===== config.mk =====
export PLATFORM = sky130hd
export DESIGN_NAME = topk_sort_flat
export DESIGN_NICKNAME = d
export VERILOG_FILES = /design/src/rtl/topk_sort_if.sv /design/src/rtl/topk_sort.sv /design/src/flat_wrapper.sv
export SDC_FILE = /design/constraint.sdc
export NUM_CORES = 1
export LEC_CHECK = 0
export BUFFER_PORTS_ARGS = -buffer_cell sky130_fd_sc_hd__buf_2
export CORE_MARGIN = 2
export CORE_UTILIZATION = 25
export CTS_BUF_LIST = sky130_fd_sc_hd__clkbuf_4
export CTS_CLUSTER_DIAMETER = 150
export CTS_CLUSTER_SIZE = 25
export DETAILED_ROUTE_END_ITERATION = 8
export GPL_ROUTABILITY_DRIVEN = 0
export PLACE_DENSITY_LB_ADDON = 0.12
export RECOVER_POWER = 50
export SETUP_SLACK_MARGIN = 0.2
export SLEW_MARGIN = 0
export SYNTH_ARGS = -nofsm -noshare
export SYNTH_HDL_FRONTEND = slang
export SYNTH_SLANG_ARGS = --single-unit

===== constraint.sdc =====
create_clock -name clk -period 8.5 [get_ports clk]
set_input_delay 0.425 -clock clk [delete_from_list [all_inputs] [get_ports clk]]
set_output_delay 0.425 -clock clk [all_outputs]
set_load 0.03 [all_outputs]

===== src/rtl/topk_sort_if.sv =====
// topk_sort_if: start/busy/done handshake and flat data buses of the top-K selector.
// master = requester (drives start/array_in), slave = the sorter.
interface topk_sort_if #(
    parameter int DATA_WIDTH = 16,
    parameter int NUM_WORDS  = 16,
    parameter int TOP_K      = 10,
    parameter int ID_WIDTH   = 6
) ();
    logic                          start;
    logic [DATA_WIDTH*NUM_WORDS-1:0] array_in;
    logic [DATA_WIDTH*TOP_K-1:0]   array_out;
    logic [ID_WIDTH*TOP_K-1:0]     id_out;
    logic                          busy;
    logic                          done;

    modport master (output start, output array_in,
                    input array_out, input id_out, input busy, input done);
    modport slave  (input start, input array_in,
                    output array_out, output id_out, output busy, output done);
endinterface


===== src/rtl/topk_sort.sv =====
// topk_sort: captures NUM_WORDS scores on start and runs TOP_K passes of a
// partial selection sort (one compare per SCAN cycle, one SWAP per pass).
// Results sit in val/id slots 0..TOP_K-1; ties favour the lower original index.
// Optional macro TOPK_ASCEND_EN: select the TOP_K smallest scores instead.
module topk_sort #(
    parameter int DATA_WIDTH = 16,
    parameter int NUM_WORDS  = 16,
    parameter int TOP_K      = 10,
    parameter int ID_WIDTH   = 6
) (
    input  logic        clk,
    input  logic        rst,
    topk_sort_if.slave  bus
);
    localparam int PW = $clog2(NUM_WORDS);
    localparam logic [PW-1:0] LAST  = PW'(NUM_WORDS - 1);
    localparam logic [PW-1:0] KLAST = PW'(TOP_K - 1);

    typedef enum logic [1:0] {IDLE, SCAN, SWAP, DONE} state_t;

    state_t                state_q, state_d;
    logic [DATA_WIDTH-1:0] val_q [NUM_WORDS];
    logic [DATA_WIDTH-1:0] val_d [NUM_WORDS];
    logic [ID_WIDTH-1:0]   id_q  [NUM_WORDS];
    logic [ID_WIDTH-1:0]   id_d  [NUM_WORDS];
    logic [PW-1:0]         head_q, head_d;
    logic [PW-1:0]         p_q, p_d;
    logic [PW-1:0]         max_q, max_d;
    logic                  busy_q, done_q;

    // True when entry a ranks ahead of entry b: value first, then lower id.
    function automatic logic key_gt(input logic [DATA_WIDTH-1:0] va,
                                    input logic [ID_WIDTH-1:0]   ia,
                                    input logic [DATA_WIDTH-1:0] vb,
                                    input logic [ID_WIDTH-1:0]   ib);
`ifdef TOPK_ASCEND_EN
        return (va < vb) || ((va == vb) && (ia < ib));
`else
        return (va > vb) || ((va == vb) && (ia < ib));
`endif
    endfunction

    // Next-state, pointer and storage update for capture, scan and swap.
    always_comb begin
        state_d = state_q;
        head_d  = head_q;
        p_d     = p_q;
        max_d   = max_q;
        for (int j = 0; j < NUM_WORDS; j++) begin
            val_d[j] = val_q[j];
            id_d[j]  = id_q[j];
        end
        case (state_q)
            IDLE, DONE: begin
                if (bus.start) begin
                    for (int j = 0; j < NUM_WORDS; j++) begin
                        val_d[j] = bus.array_in[j*DATA_WIDTH +: DATA_WIDTH];
                        id_d[j]  = ID_WIDTH'(j);
                    end
                    head_d  = '0;
                    max_d   = LAST;
                    p_d     = LAST - 1'b1;
                    state_d = (head_d == LAST) ? SWAP : SCAN;
                end
            end
            SCAN: begin
                if (key_gt(val_q[p_q], id_q[p_q], val_q[max_q], id_q[max_q]))
                    max_d = p_q;
                if (p_q == head_q)
                    state_d = SWAP;
                else
                    p_d = p_q - 1'b1;
            end
            SWAP: begin
                // Writing max last keeps a self-swap harmless.
                val_d[head_q] = val_q[max_q];
                id_d[head_q]  = id_q[max_q];
                val_d[max_q]  = val_q[head_q];
                id_d[max_q]   = id_q[head_q];
                if (head_q == KLAST) begin
                    state_d = DONE;
                end else begin
                    head_d  = head_q + 1'b1;
                    max_d   = LAST;
                    p_d     = LAST - 1'b1;
                    state_d = (head_d == LAST) ? SWAP : SCAN;
                end
            end
            default: state_d = IDLE;
        endcase
    end

    // Register state, storage and the registered busy/done flags.
    always_ff @(posedge clk) begin
        if (rst) begin
            state_q <= IDLE;
            head_q  <= '0;
            p_q     <= '0;
            max_q   <= '0;
            busy_q  <= 1'b0;
            done_q  <= 1'b0;
            for (int j = 0; j < NUM_WORDS; j++) begin
                val_q[j] <= '0;
                id_q[j]  <= ID_WIDTH'(j);
            end
        end else begin
            state_q <= state_d;
            head_q  <= head_d;
            p_q     <= p_d;
            max_q   <= max_d;
            busy_q  <= (state_d == SCAN) || (state_d == SWAP);
            done_q  <= (state_d == DONE);
            for (int j = 0; j < NUM_WORDS; j++) begin
                val_q[j] <= val_d[j];
                id_q[j]  <= id_d[j];
            end
        end
    end

    genvar gi;
    generate
        for (gi = 0; gi < TOP_K; gi++) begin : g_out
            assign bus.array_out[gi*DATA_WIDTH +: DATA_WIDTH] = val_q[gi];
            assign bus.id_out[gi*ID_WIDTH +: ID_WIDTH]         = id_q[gi];
        end
    endgenerate

    assign bus.busy = busy_q;
    assign bus.done = done_q;
endmodule

===== src/flat_wrapper.sv =====
// flat-port wrapper written by rule: the top's interface ports become plain ports
module topk_sort_flat 
#(
    parameter int DATA_WIDTH = 16,
    parameter int NUM_WORDS  = 16,
    parameter int TOP_K      = 10,
    parameter int ID_WIDTH   = 6
)
  (clk, rst, bus_start, bus_array_in, bus_array_out, bus_id_out, bus_busy, bus_done);
  topk_sort_if #(.DATA_WIDTH(DATA_WIDTH), .NUM_WORDS(NUM_WORDS), .TOP_K(TOP_K), .ID_WIDTH(ID_WIDTH)) bus_i ();
  input  logic clk;
  input  logic rst;
  input wire logic [$bits(bus_i.start)-1:0] bus_start;
  input wire logic [$bits(bus_i.array_in)-1:0] bus_array_in;
  output wire logic [$bits(bus_i.array_out)-1:0] bus_array_out;
  output wire logic [$bits(bus_i.id_out)-1:0] bus_id_out;
  output wire logic [$bits(bus_i.busy)-1:0] bus_busy;
  output wire logic [$bits(bus_i.done)-1:0] bus_done;
  assign bus_i.start = bus_start;
  assign bus_i.array_in = bus_array_in;
  assign bus_array_out = bus_i.array_out;
  assign bus_id_out = bus_i.id_out;
  assign bus_busy = bus_i.busy;
  assign bus_done = bus_i.done;
  topk_sort #(.DATA_WIDTH(DATA_WIDTH), .NUM_WORDS(NUM_WORDS), .TOP_K(TOP_K), .ID_WIDTH(ID_WIDTH)) u_core (.clk(clk), .rst(rst), .bus(bus_i));
endmodule

==> results <==
- The effective utilization at floorplan is 25.3%.
- The routed design has 162000 microns of wire.
- STA classifies the critical path endpoint as a register.
- The post-layout total power is 8.75 mW.
- The warning count from the yosys run is 0.
- In this run the register-to-register setup slack is 2.85 ns.
- Counting tap cells, the placed design contains a total of 4691 instances.
- In this run, the number of DRC markers left after iteration 0 of detailed routing was 3189.
- With fillers left out, the area of the finished cells amounts to 34900 sq um.
- The top cell type's share of synthesized area is 26.7%.
- The setup fix buffers added after clock tree synthesis is 0.
- In this run, distinct cell masters in the synthesized netlist total 64.
- The slew at the pin with the worst max-slew slack is 3.12 ns.
- The H-tree depth reported by CTS is 1.
- In the post-synthesis netlist, the biggest area contributors are sky130_fd_sc_hd__dfxtp_1, sky130_fd_sc_hd__mux4_2, sky130_fd_sc_hd__o211ai_1.
- The number of detailed-routing iterations run before antenna repair is 5.
- The most common cell in the synthesized netlist is sky130_fd_sc_hd__nand2_1.
- The remaining routing DRC violations is 0.
- The clock net sink count is 380.
- The initial antenna violation count is 7.
- The maximum clock path buffer count is 3.
- The cell accounting for the most synthesized area is sky130_fd_sc_hd__dfxtp_1.
- The area of the mapped netlist is 28500 sq um.
- The worst pin sits at a relative slew slack of -109%.
- Across all layers, the routed design uses 29400 vias.
- The arrival time at the worst endpoint is 6.60 ns.
- The start point of the critical path is u_core.state_q[0].
- For this run, the post-layout net count is 3827.
- The worst register-to-register path begins at u_core.state_q[0].
- The die covers 117000 sq um.
- The chip height is 342 microns.
- Summed over all failing endpoints, the final setup total negative slack is 0 ns.
- The classification of the worst-slack hold path is in2reg.
- The destination of the critical timing path is u_core.val_q[12][14].
- Buffers placed on the I/O ports in this run total 480.
- The count of cells in the finished layout, fillers not included, comes to 5046.
- In this run the critical register-to-register path is captured at u_core.val_q[12][14].
- The leakage power summed over all cells is 10.6 nW.
- The worst-case clock skew is 0.165 ns.
- Summing the sequential cell areas from Yosys gives 26.7% of the chip area.
- The setup violation total in the final timing report is 0.
- The flow ran to the end, but the final reports show violations.
- The clock insertion delay at the later pin of the skew report is 1.01 ns.
- The critical-path maximum fanout is 33.
- The via count of the first global-routing pass is 27700.
- The share of synthesized flip-flops with an asynchronous set or reset is 0%.
- The signal on the critical path passes through inv_1 > ha_1 > nand2b_1 > o21ai_4 > clkbuf_1 > a31oi_1 > o211ai_1 > a21oi_1 > dlygate4sd3_1.
- The power density over the cells is 250 nW/um^2.
- The share of layout cells above drive strength 1 is 25.3%.
- Across all setup checks in the final design, the least slack found is 2.85 ns.
- The die extent in x is 342 microns.
- After clock tree synthesis, the clock-pin slew on the worst setup and hold paths is 0.30 ns.
- The first global-routing pass estimated 224000 microns of wire.
- Synthesis inferred 380 register bits.
- The cell with the largest stage delay on the worst path is sky130_fd_sc_hd__a31oi_1.
- Setup repair after global routing left no endpoint under its margin.
- The final count of pins violating max slew is 95.
- The critical setup path kind is reg2reg.
- The row count is 123.
- The number of primary I/O pins is 481.
- The worst stage delay on the critical path is 2.32 ns.
- The post-layout minimum cycle time is 5.65 ns.
- Timing analysis after detailed placement gives a worst setup slack of 3.45 ns.
- The flip-flop cell with the highest count after synthesis is sky130_fd_sc_hd__dfxtp_1.
- Once layout is complete, the utilization of the core stands at 31.0%.
- The number of nets produced by synthesis is 3276.
- The area growth from synthesis to layout is 22.4%.
- After synthesis, the most frequently instantiated cells are sky130_fd_sc_hd__nand2_1, sky130_fd_sc_hd__dfxtp_1, sky130_fd_sc_hd__o211ai_1, sky130_fd_sc_hd__mux4_2, sky130_fd_sc_hd__a21oi_1.
- The post-placement cell area is 31800 sq um.
- In this run the remaining antenna-violating nets after routing total 0.
- Entering global routing, the biggest net connects 179 pins.
- The CTS tree is built.
- The post-route worst hold slack is 0.0638 ns.
- The half-perimeter wire length after placement is 121000 microns.
- The synthesized design contains 0 enable-type register cells.
- IR analysis of the VDD net gives a maximum drop of 0.115 mV.
- Synthesis produced a netlist whose cell count is 2988.
- After detailed routing, the average wire length per cell comes to 32.0 microns.
- Based on the critical path, the design can be clocked at up to 177 MHz.
- Averaged over all synthesized cells, the footprint is 9.55 sq um.
- Dividing the final minimum period by the clock period gives 66.5%.
- The type of origin of the critical path is a register.
- The area inside the core boundary is 113000 sq um.
- For the worst setup path, the data required time is 9.44 ns.
- The cell depth of the worst flop-to-flop path is 9.
- The number of vias per cell is 5.83.
- The number of CTS-inserted buffers is 19.
- The number of hold violations in the final report is 0.
- The checks that failed: capacitance limit, slew limit.
- The total of max-cap violations is 4.
- The master cell of the clock root buffer is sky130_fd_sc_hd__clkbuf_4.
- Summed over all layers, the global routing overflow is 0.
- Global routing used 26.6% of the available tracks across all layers.
## placed cells by master (no fill, tap or decap), types with 12 or more instances in the layout
cell	n
sky130_fd_sc_hd__nand2_1	570
sky130_fd_sc_hd__dfxtp_1	371
sky130_fd_sc_hd__o211ai_1	329
sky130_fd_sc_hd__dlygate4sd3_1	327
sky130_fd_sc_hd__mux4_2	320
sky130_fd_sc_hd__a21oi_1	278
sky130_fd_sc_hd__buf_2	257
sky130_fd_sc_hd__clkbuf_1	230
sky130_fd_sc_hd__o211ai_2	153
sky130_fd_sc_hd__nor2_1	141
sky130_fd_sc_hd__o22ai_1	95
sky130_fd_sc_hd__a22oi_1	83
sky130_fd_sc_hd__buf_4	64
sky130_fd_sc_hd__nand3_1	34
sky130_fd_sc_hd__ha_1	29
sky130_fd_sc_hd__clkbuf_4	22
sky130_fd_sc_hd__a211oi_1	19
sky130_fd_sc_hd__a31o_1	15
sky130_fd_sc_hd__clkinv_2	12
## repair_timing
item,4_1_cts,5_1_grt
hold endpoints to repair,261,0
hold buffers,327,0
resized for setup,0,0
## critical path: cells and delay by family (launching register included)
family | cells | cell delay (ns)
simple gates | 1 | 0.35
compound gates | 4 | 3.06
flops | 1 | 0.46
fa+ha+maj | 1 | 0.44
buf+inv | 3 | 1.33
## report_power, final
group          switching (mW)  total (mW)  internal (mW)
Clock                   0.678       0.862          0.184
Sequential              0.707        2.79           2.08
Combinational            3.35        5.10           1.74
## logic make-up (layout without fill, tap and decap cells)
kind of cell	after synthesis	count (layout)	share of synthesized area, %
AO/OA/AOI/OAI	1055	1055	28.0
AND/OR/NAND/NOR	802	802	11.2
flip-flops	380	380	26.7
buffers and inverters	378	934	6.70
multiplexers	340	340	26.0
adder cells (fa/ha/maj)	29	29	1.27
XOR/XNOR	4	4	0.123
other	0	2	0
## area by class of cell
class | count | area, sq um
fill | 11900 | 77900
multi-input combinational | 2230 | 19100
sequential | 380 | 7630
timing repair buffer | 881 | 5960
tap | 1500 | 1880
clock buffer | 22 | 165
inverter | 27 | 116
clock inverter | 4 | 80.1
antenna | 2 | 5.00
## routing by layer
metal	up-vias	GRT usage (%)	wire (microns)
met4	6	7.88	5480
met3	179	3.60	13000
met5	-	0	35
li1	12700	-	-
met1	15000	41.2	76600
met2	1572	37.6	66500
## how the worst min path moves through the flow
stage | startpoint | endpoint | slack [ns] | cells after the start
2_1_floorplan | u_core.id_q[14][4] | u_core.id_q[14][4] | 0.45 | 2
3_3_place_gp | u_core.val_q[10][7] | u_core.val_q[10][7] | 0.48 | 2
3_5_place_dp | u_core.val_q[10][3] | u_core.val_q[10][3] | 0.48 | 2
4_1_cts | bus_array_in[176] | u_core.val_q[11][0] | 0.005 | 5
5_1_grt | bus_array_in[176] | u_core.val_q[11][0] | 0.07 | 5
6_report | bus_array_in[176] | u_core.val_q[11][0] | 0.06 | 5
## sequential cells by signal, summed over array words and instances, names as in the netlist, named ones only
register and flops:
u_core.p_q 4, u_core.id_q 96, u_core.max_q 4, u_core.state_q 2
u_core.head_q 4, u_core.bus.done 1, u_core.bus.busy 1, u_core.val_q 256
No activity file was read; power rests on OpenSTA's default activity.
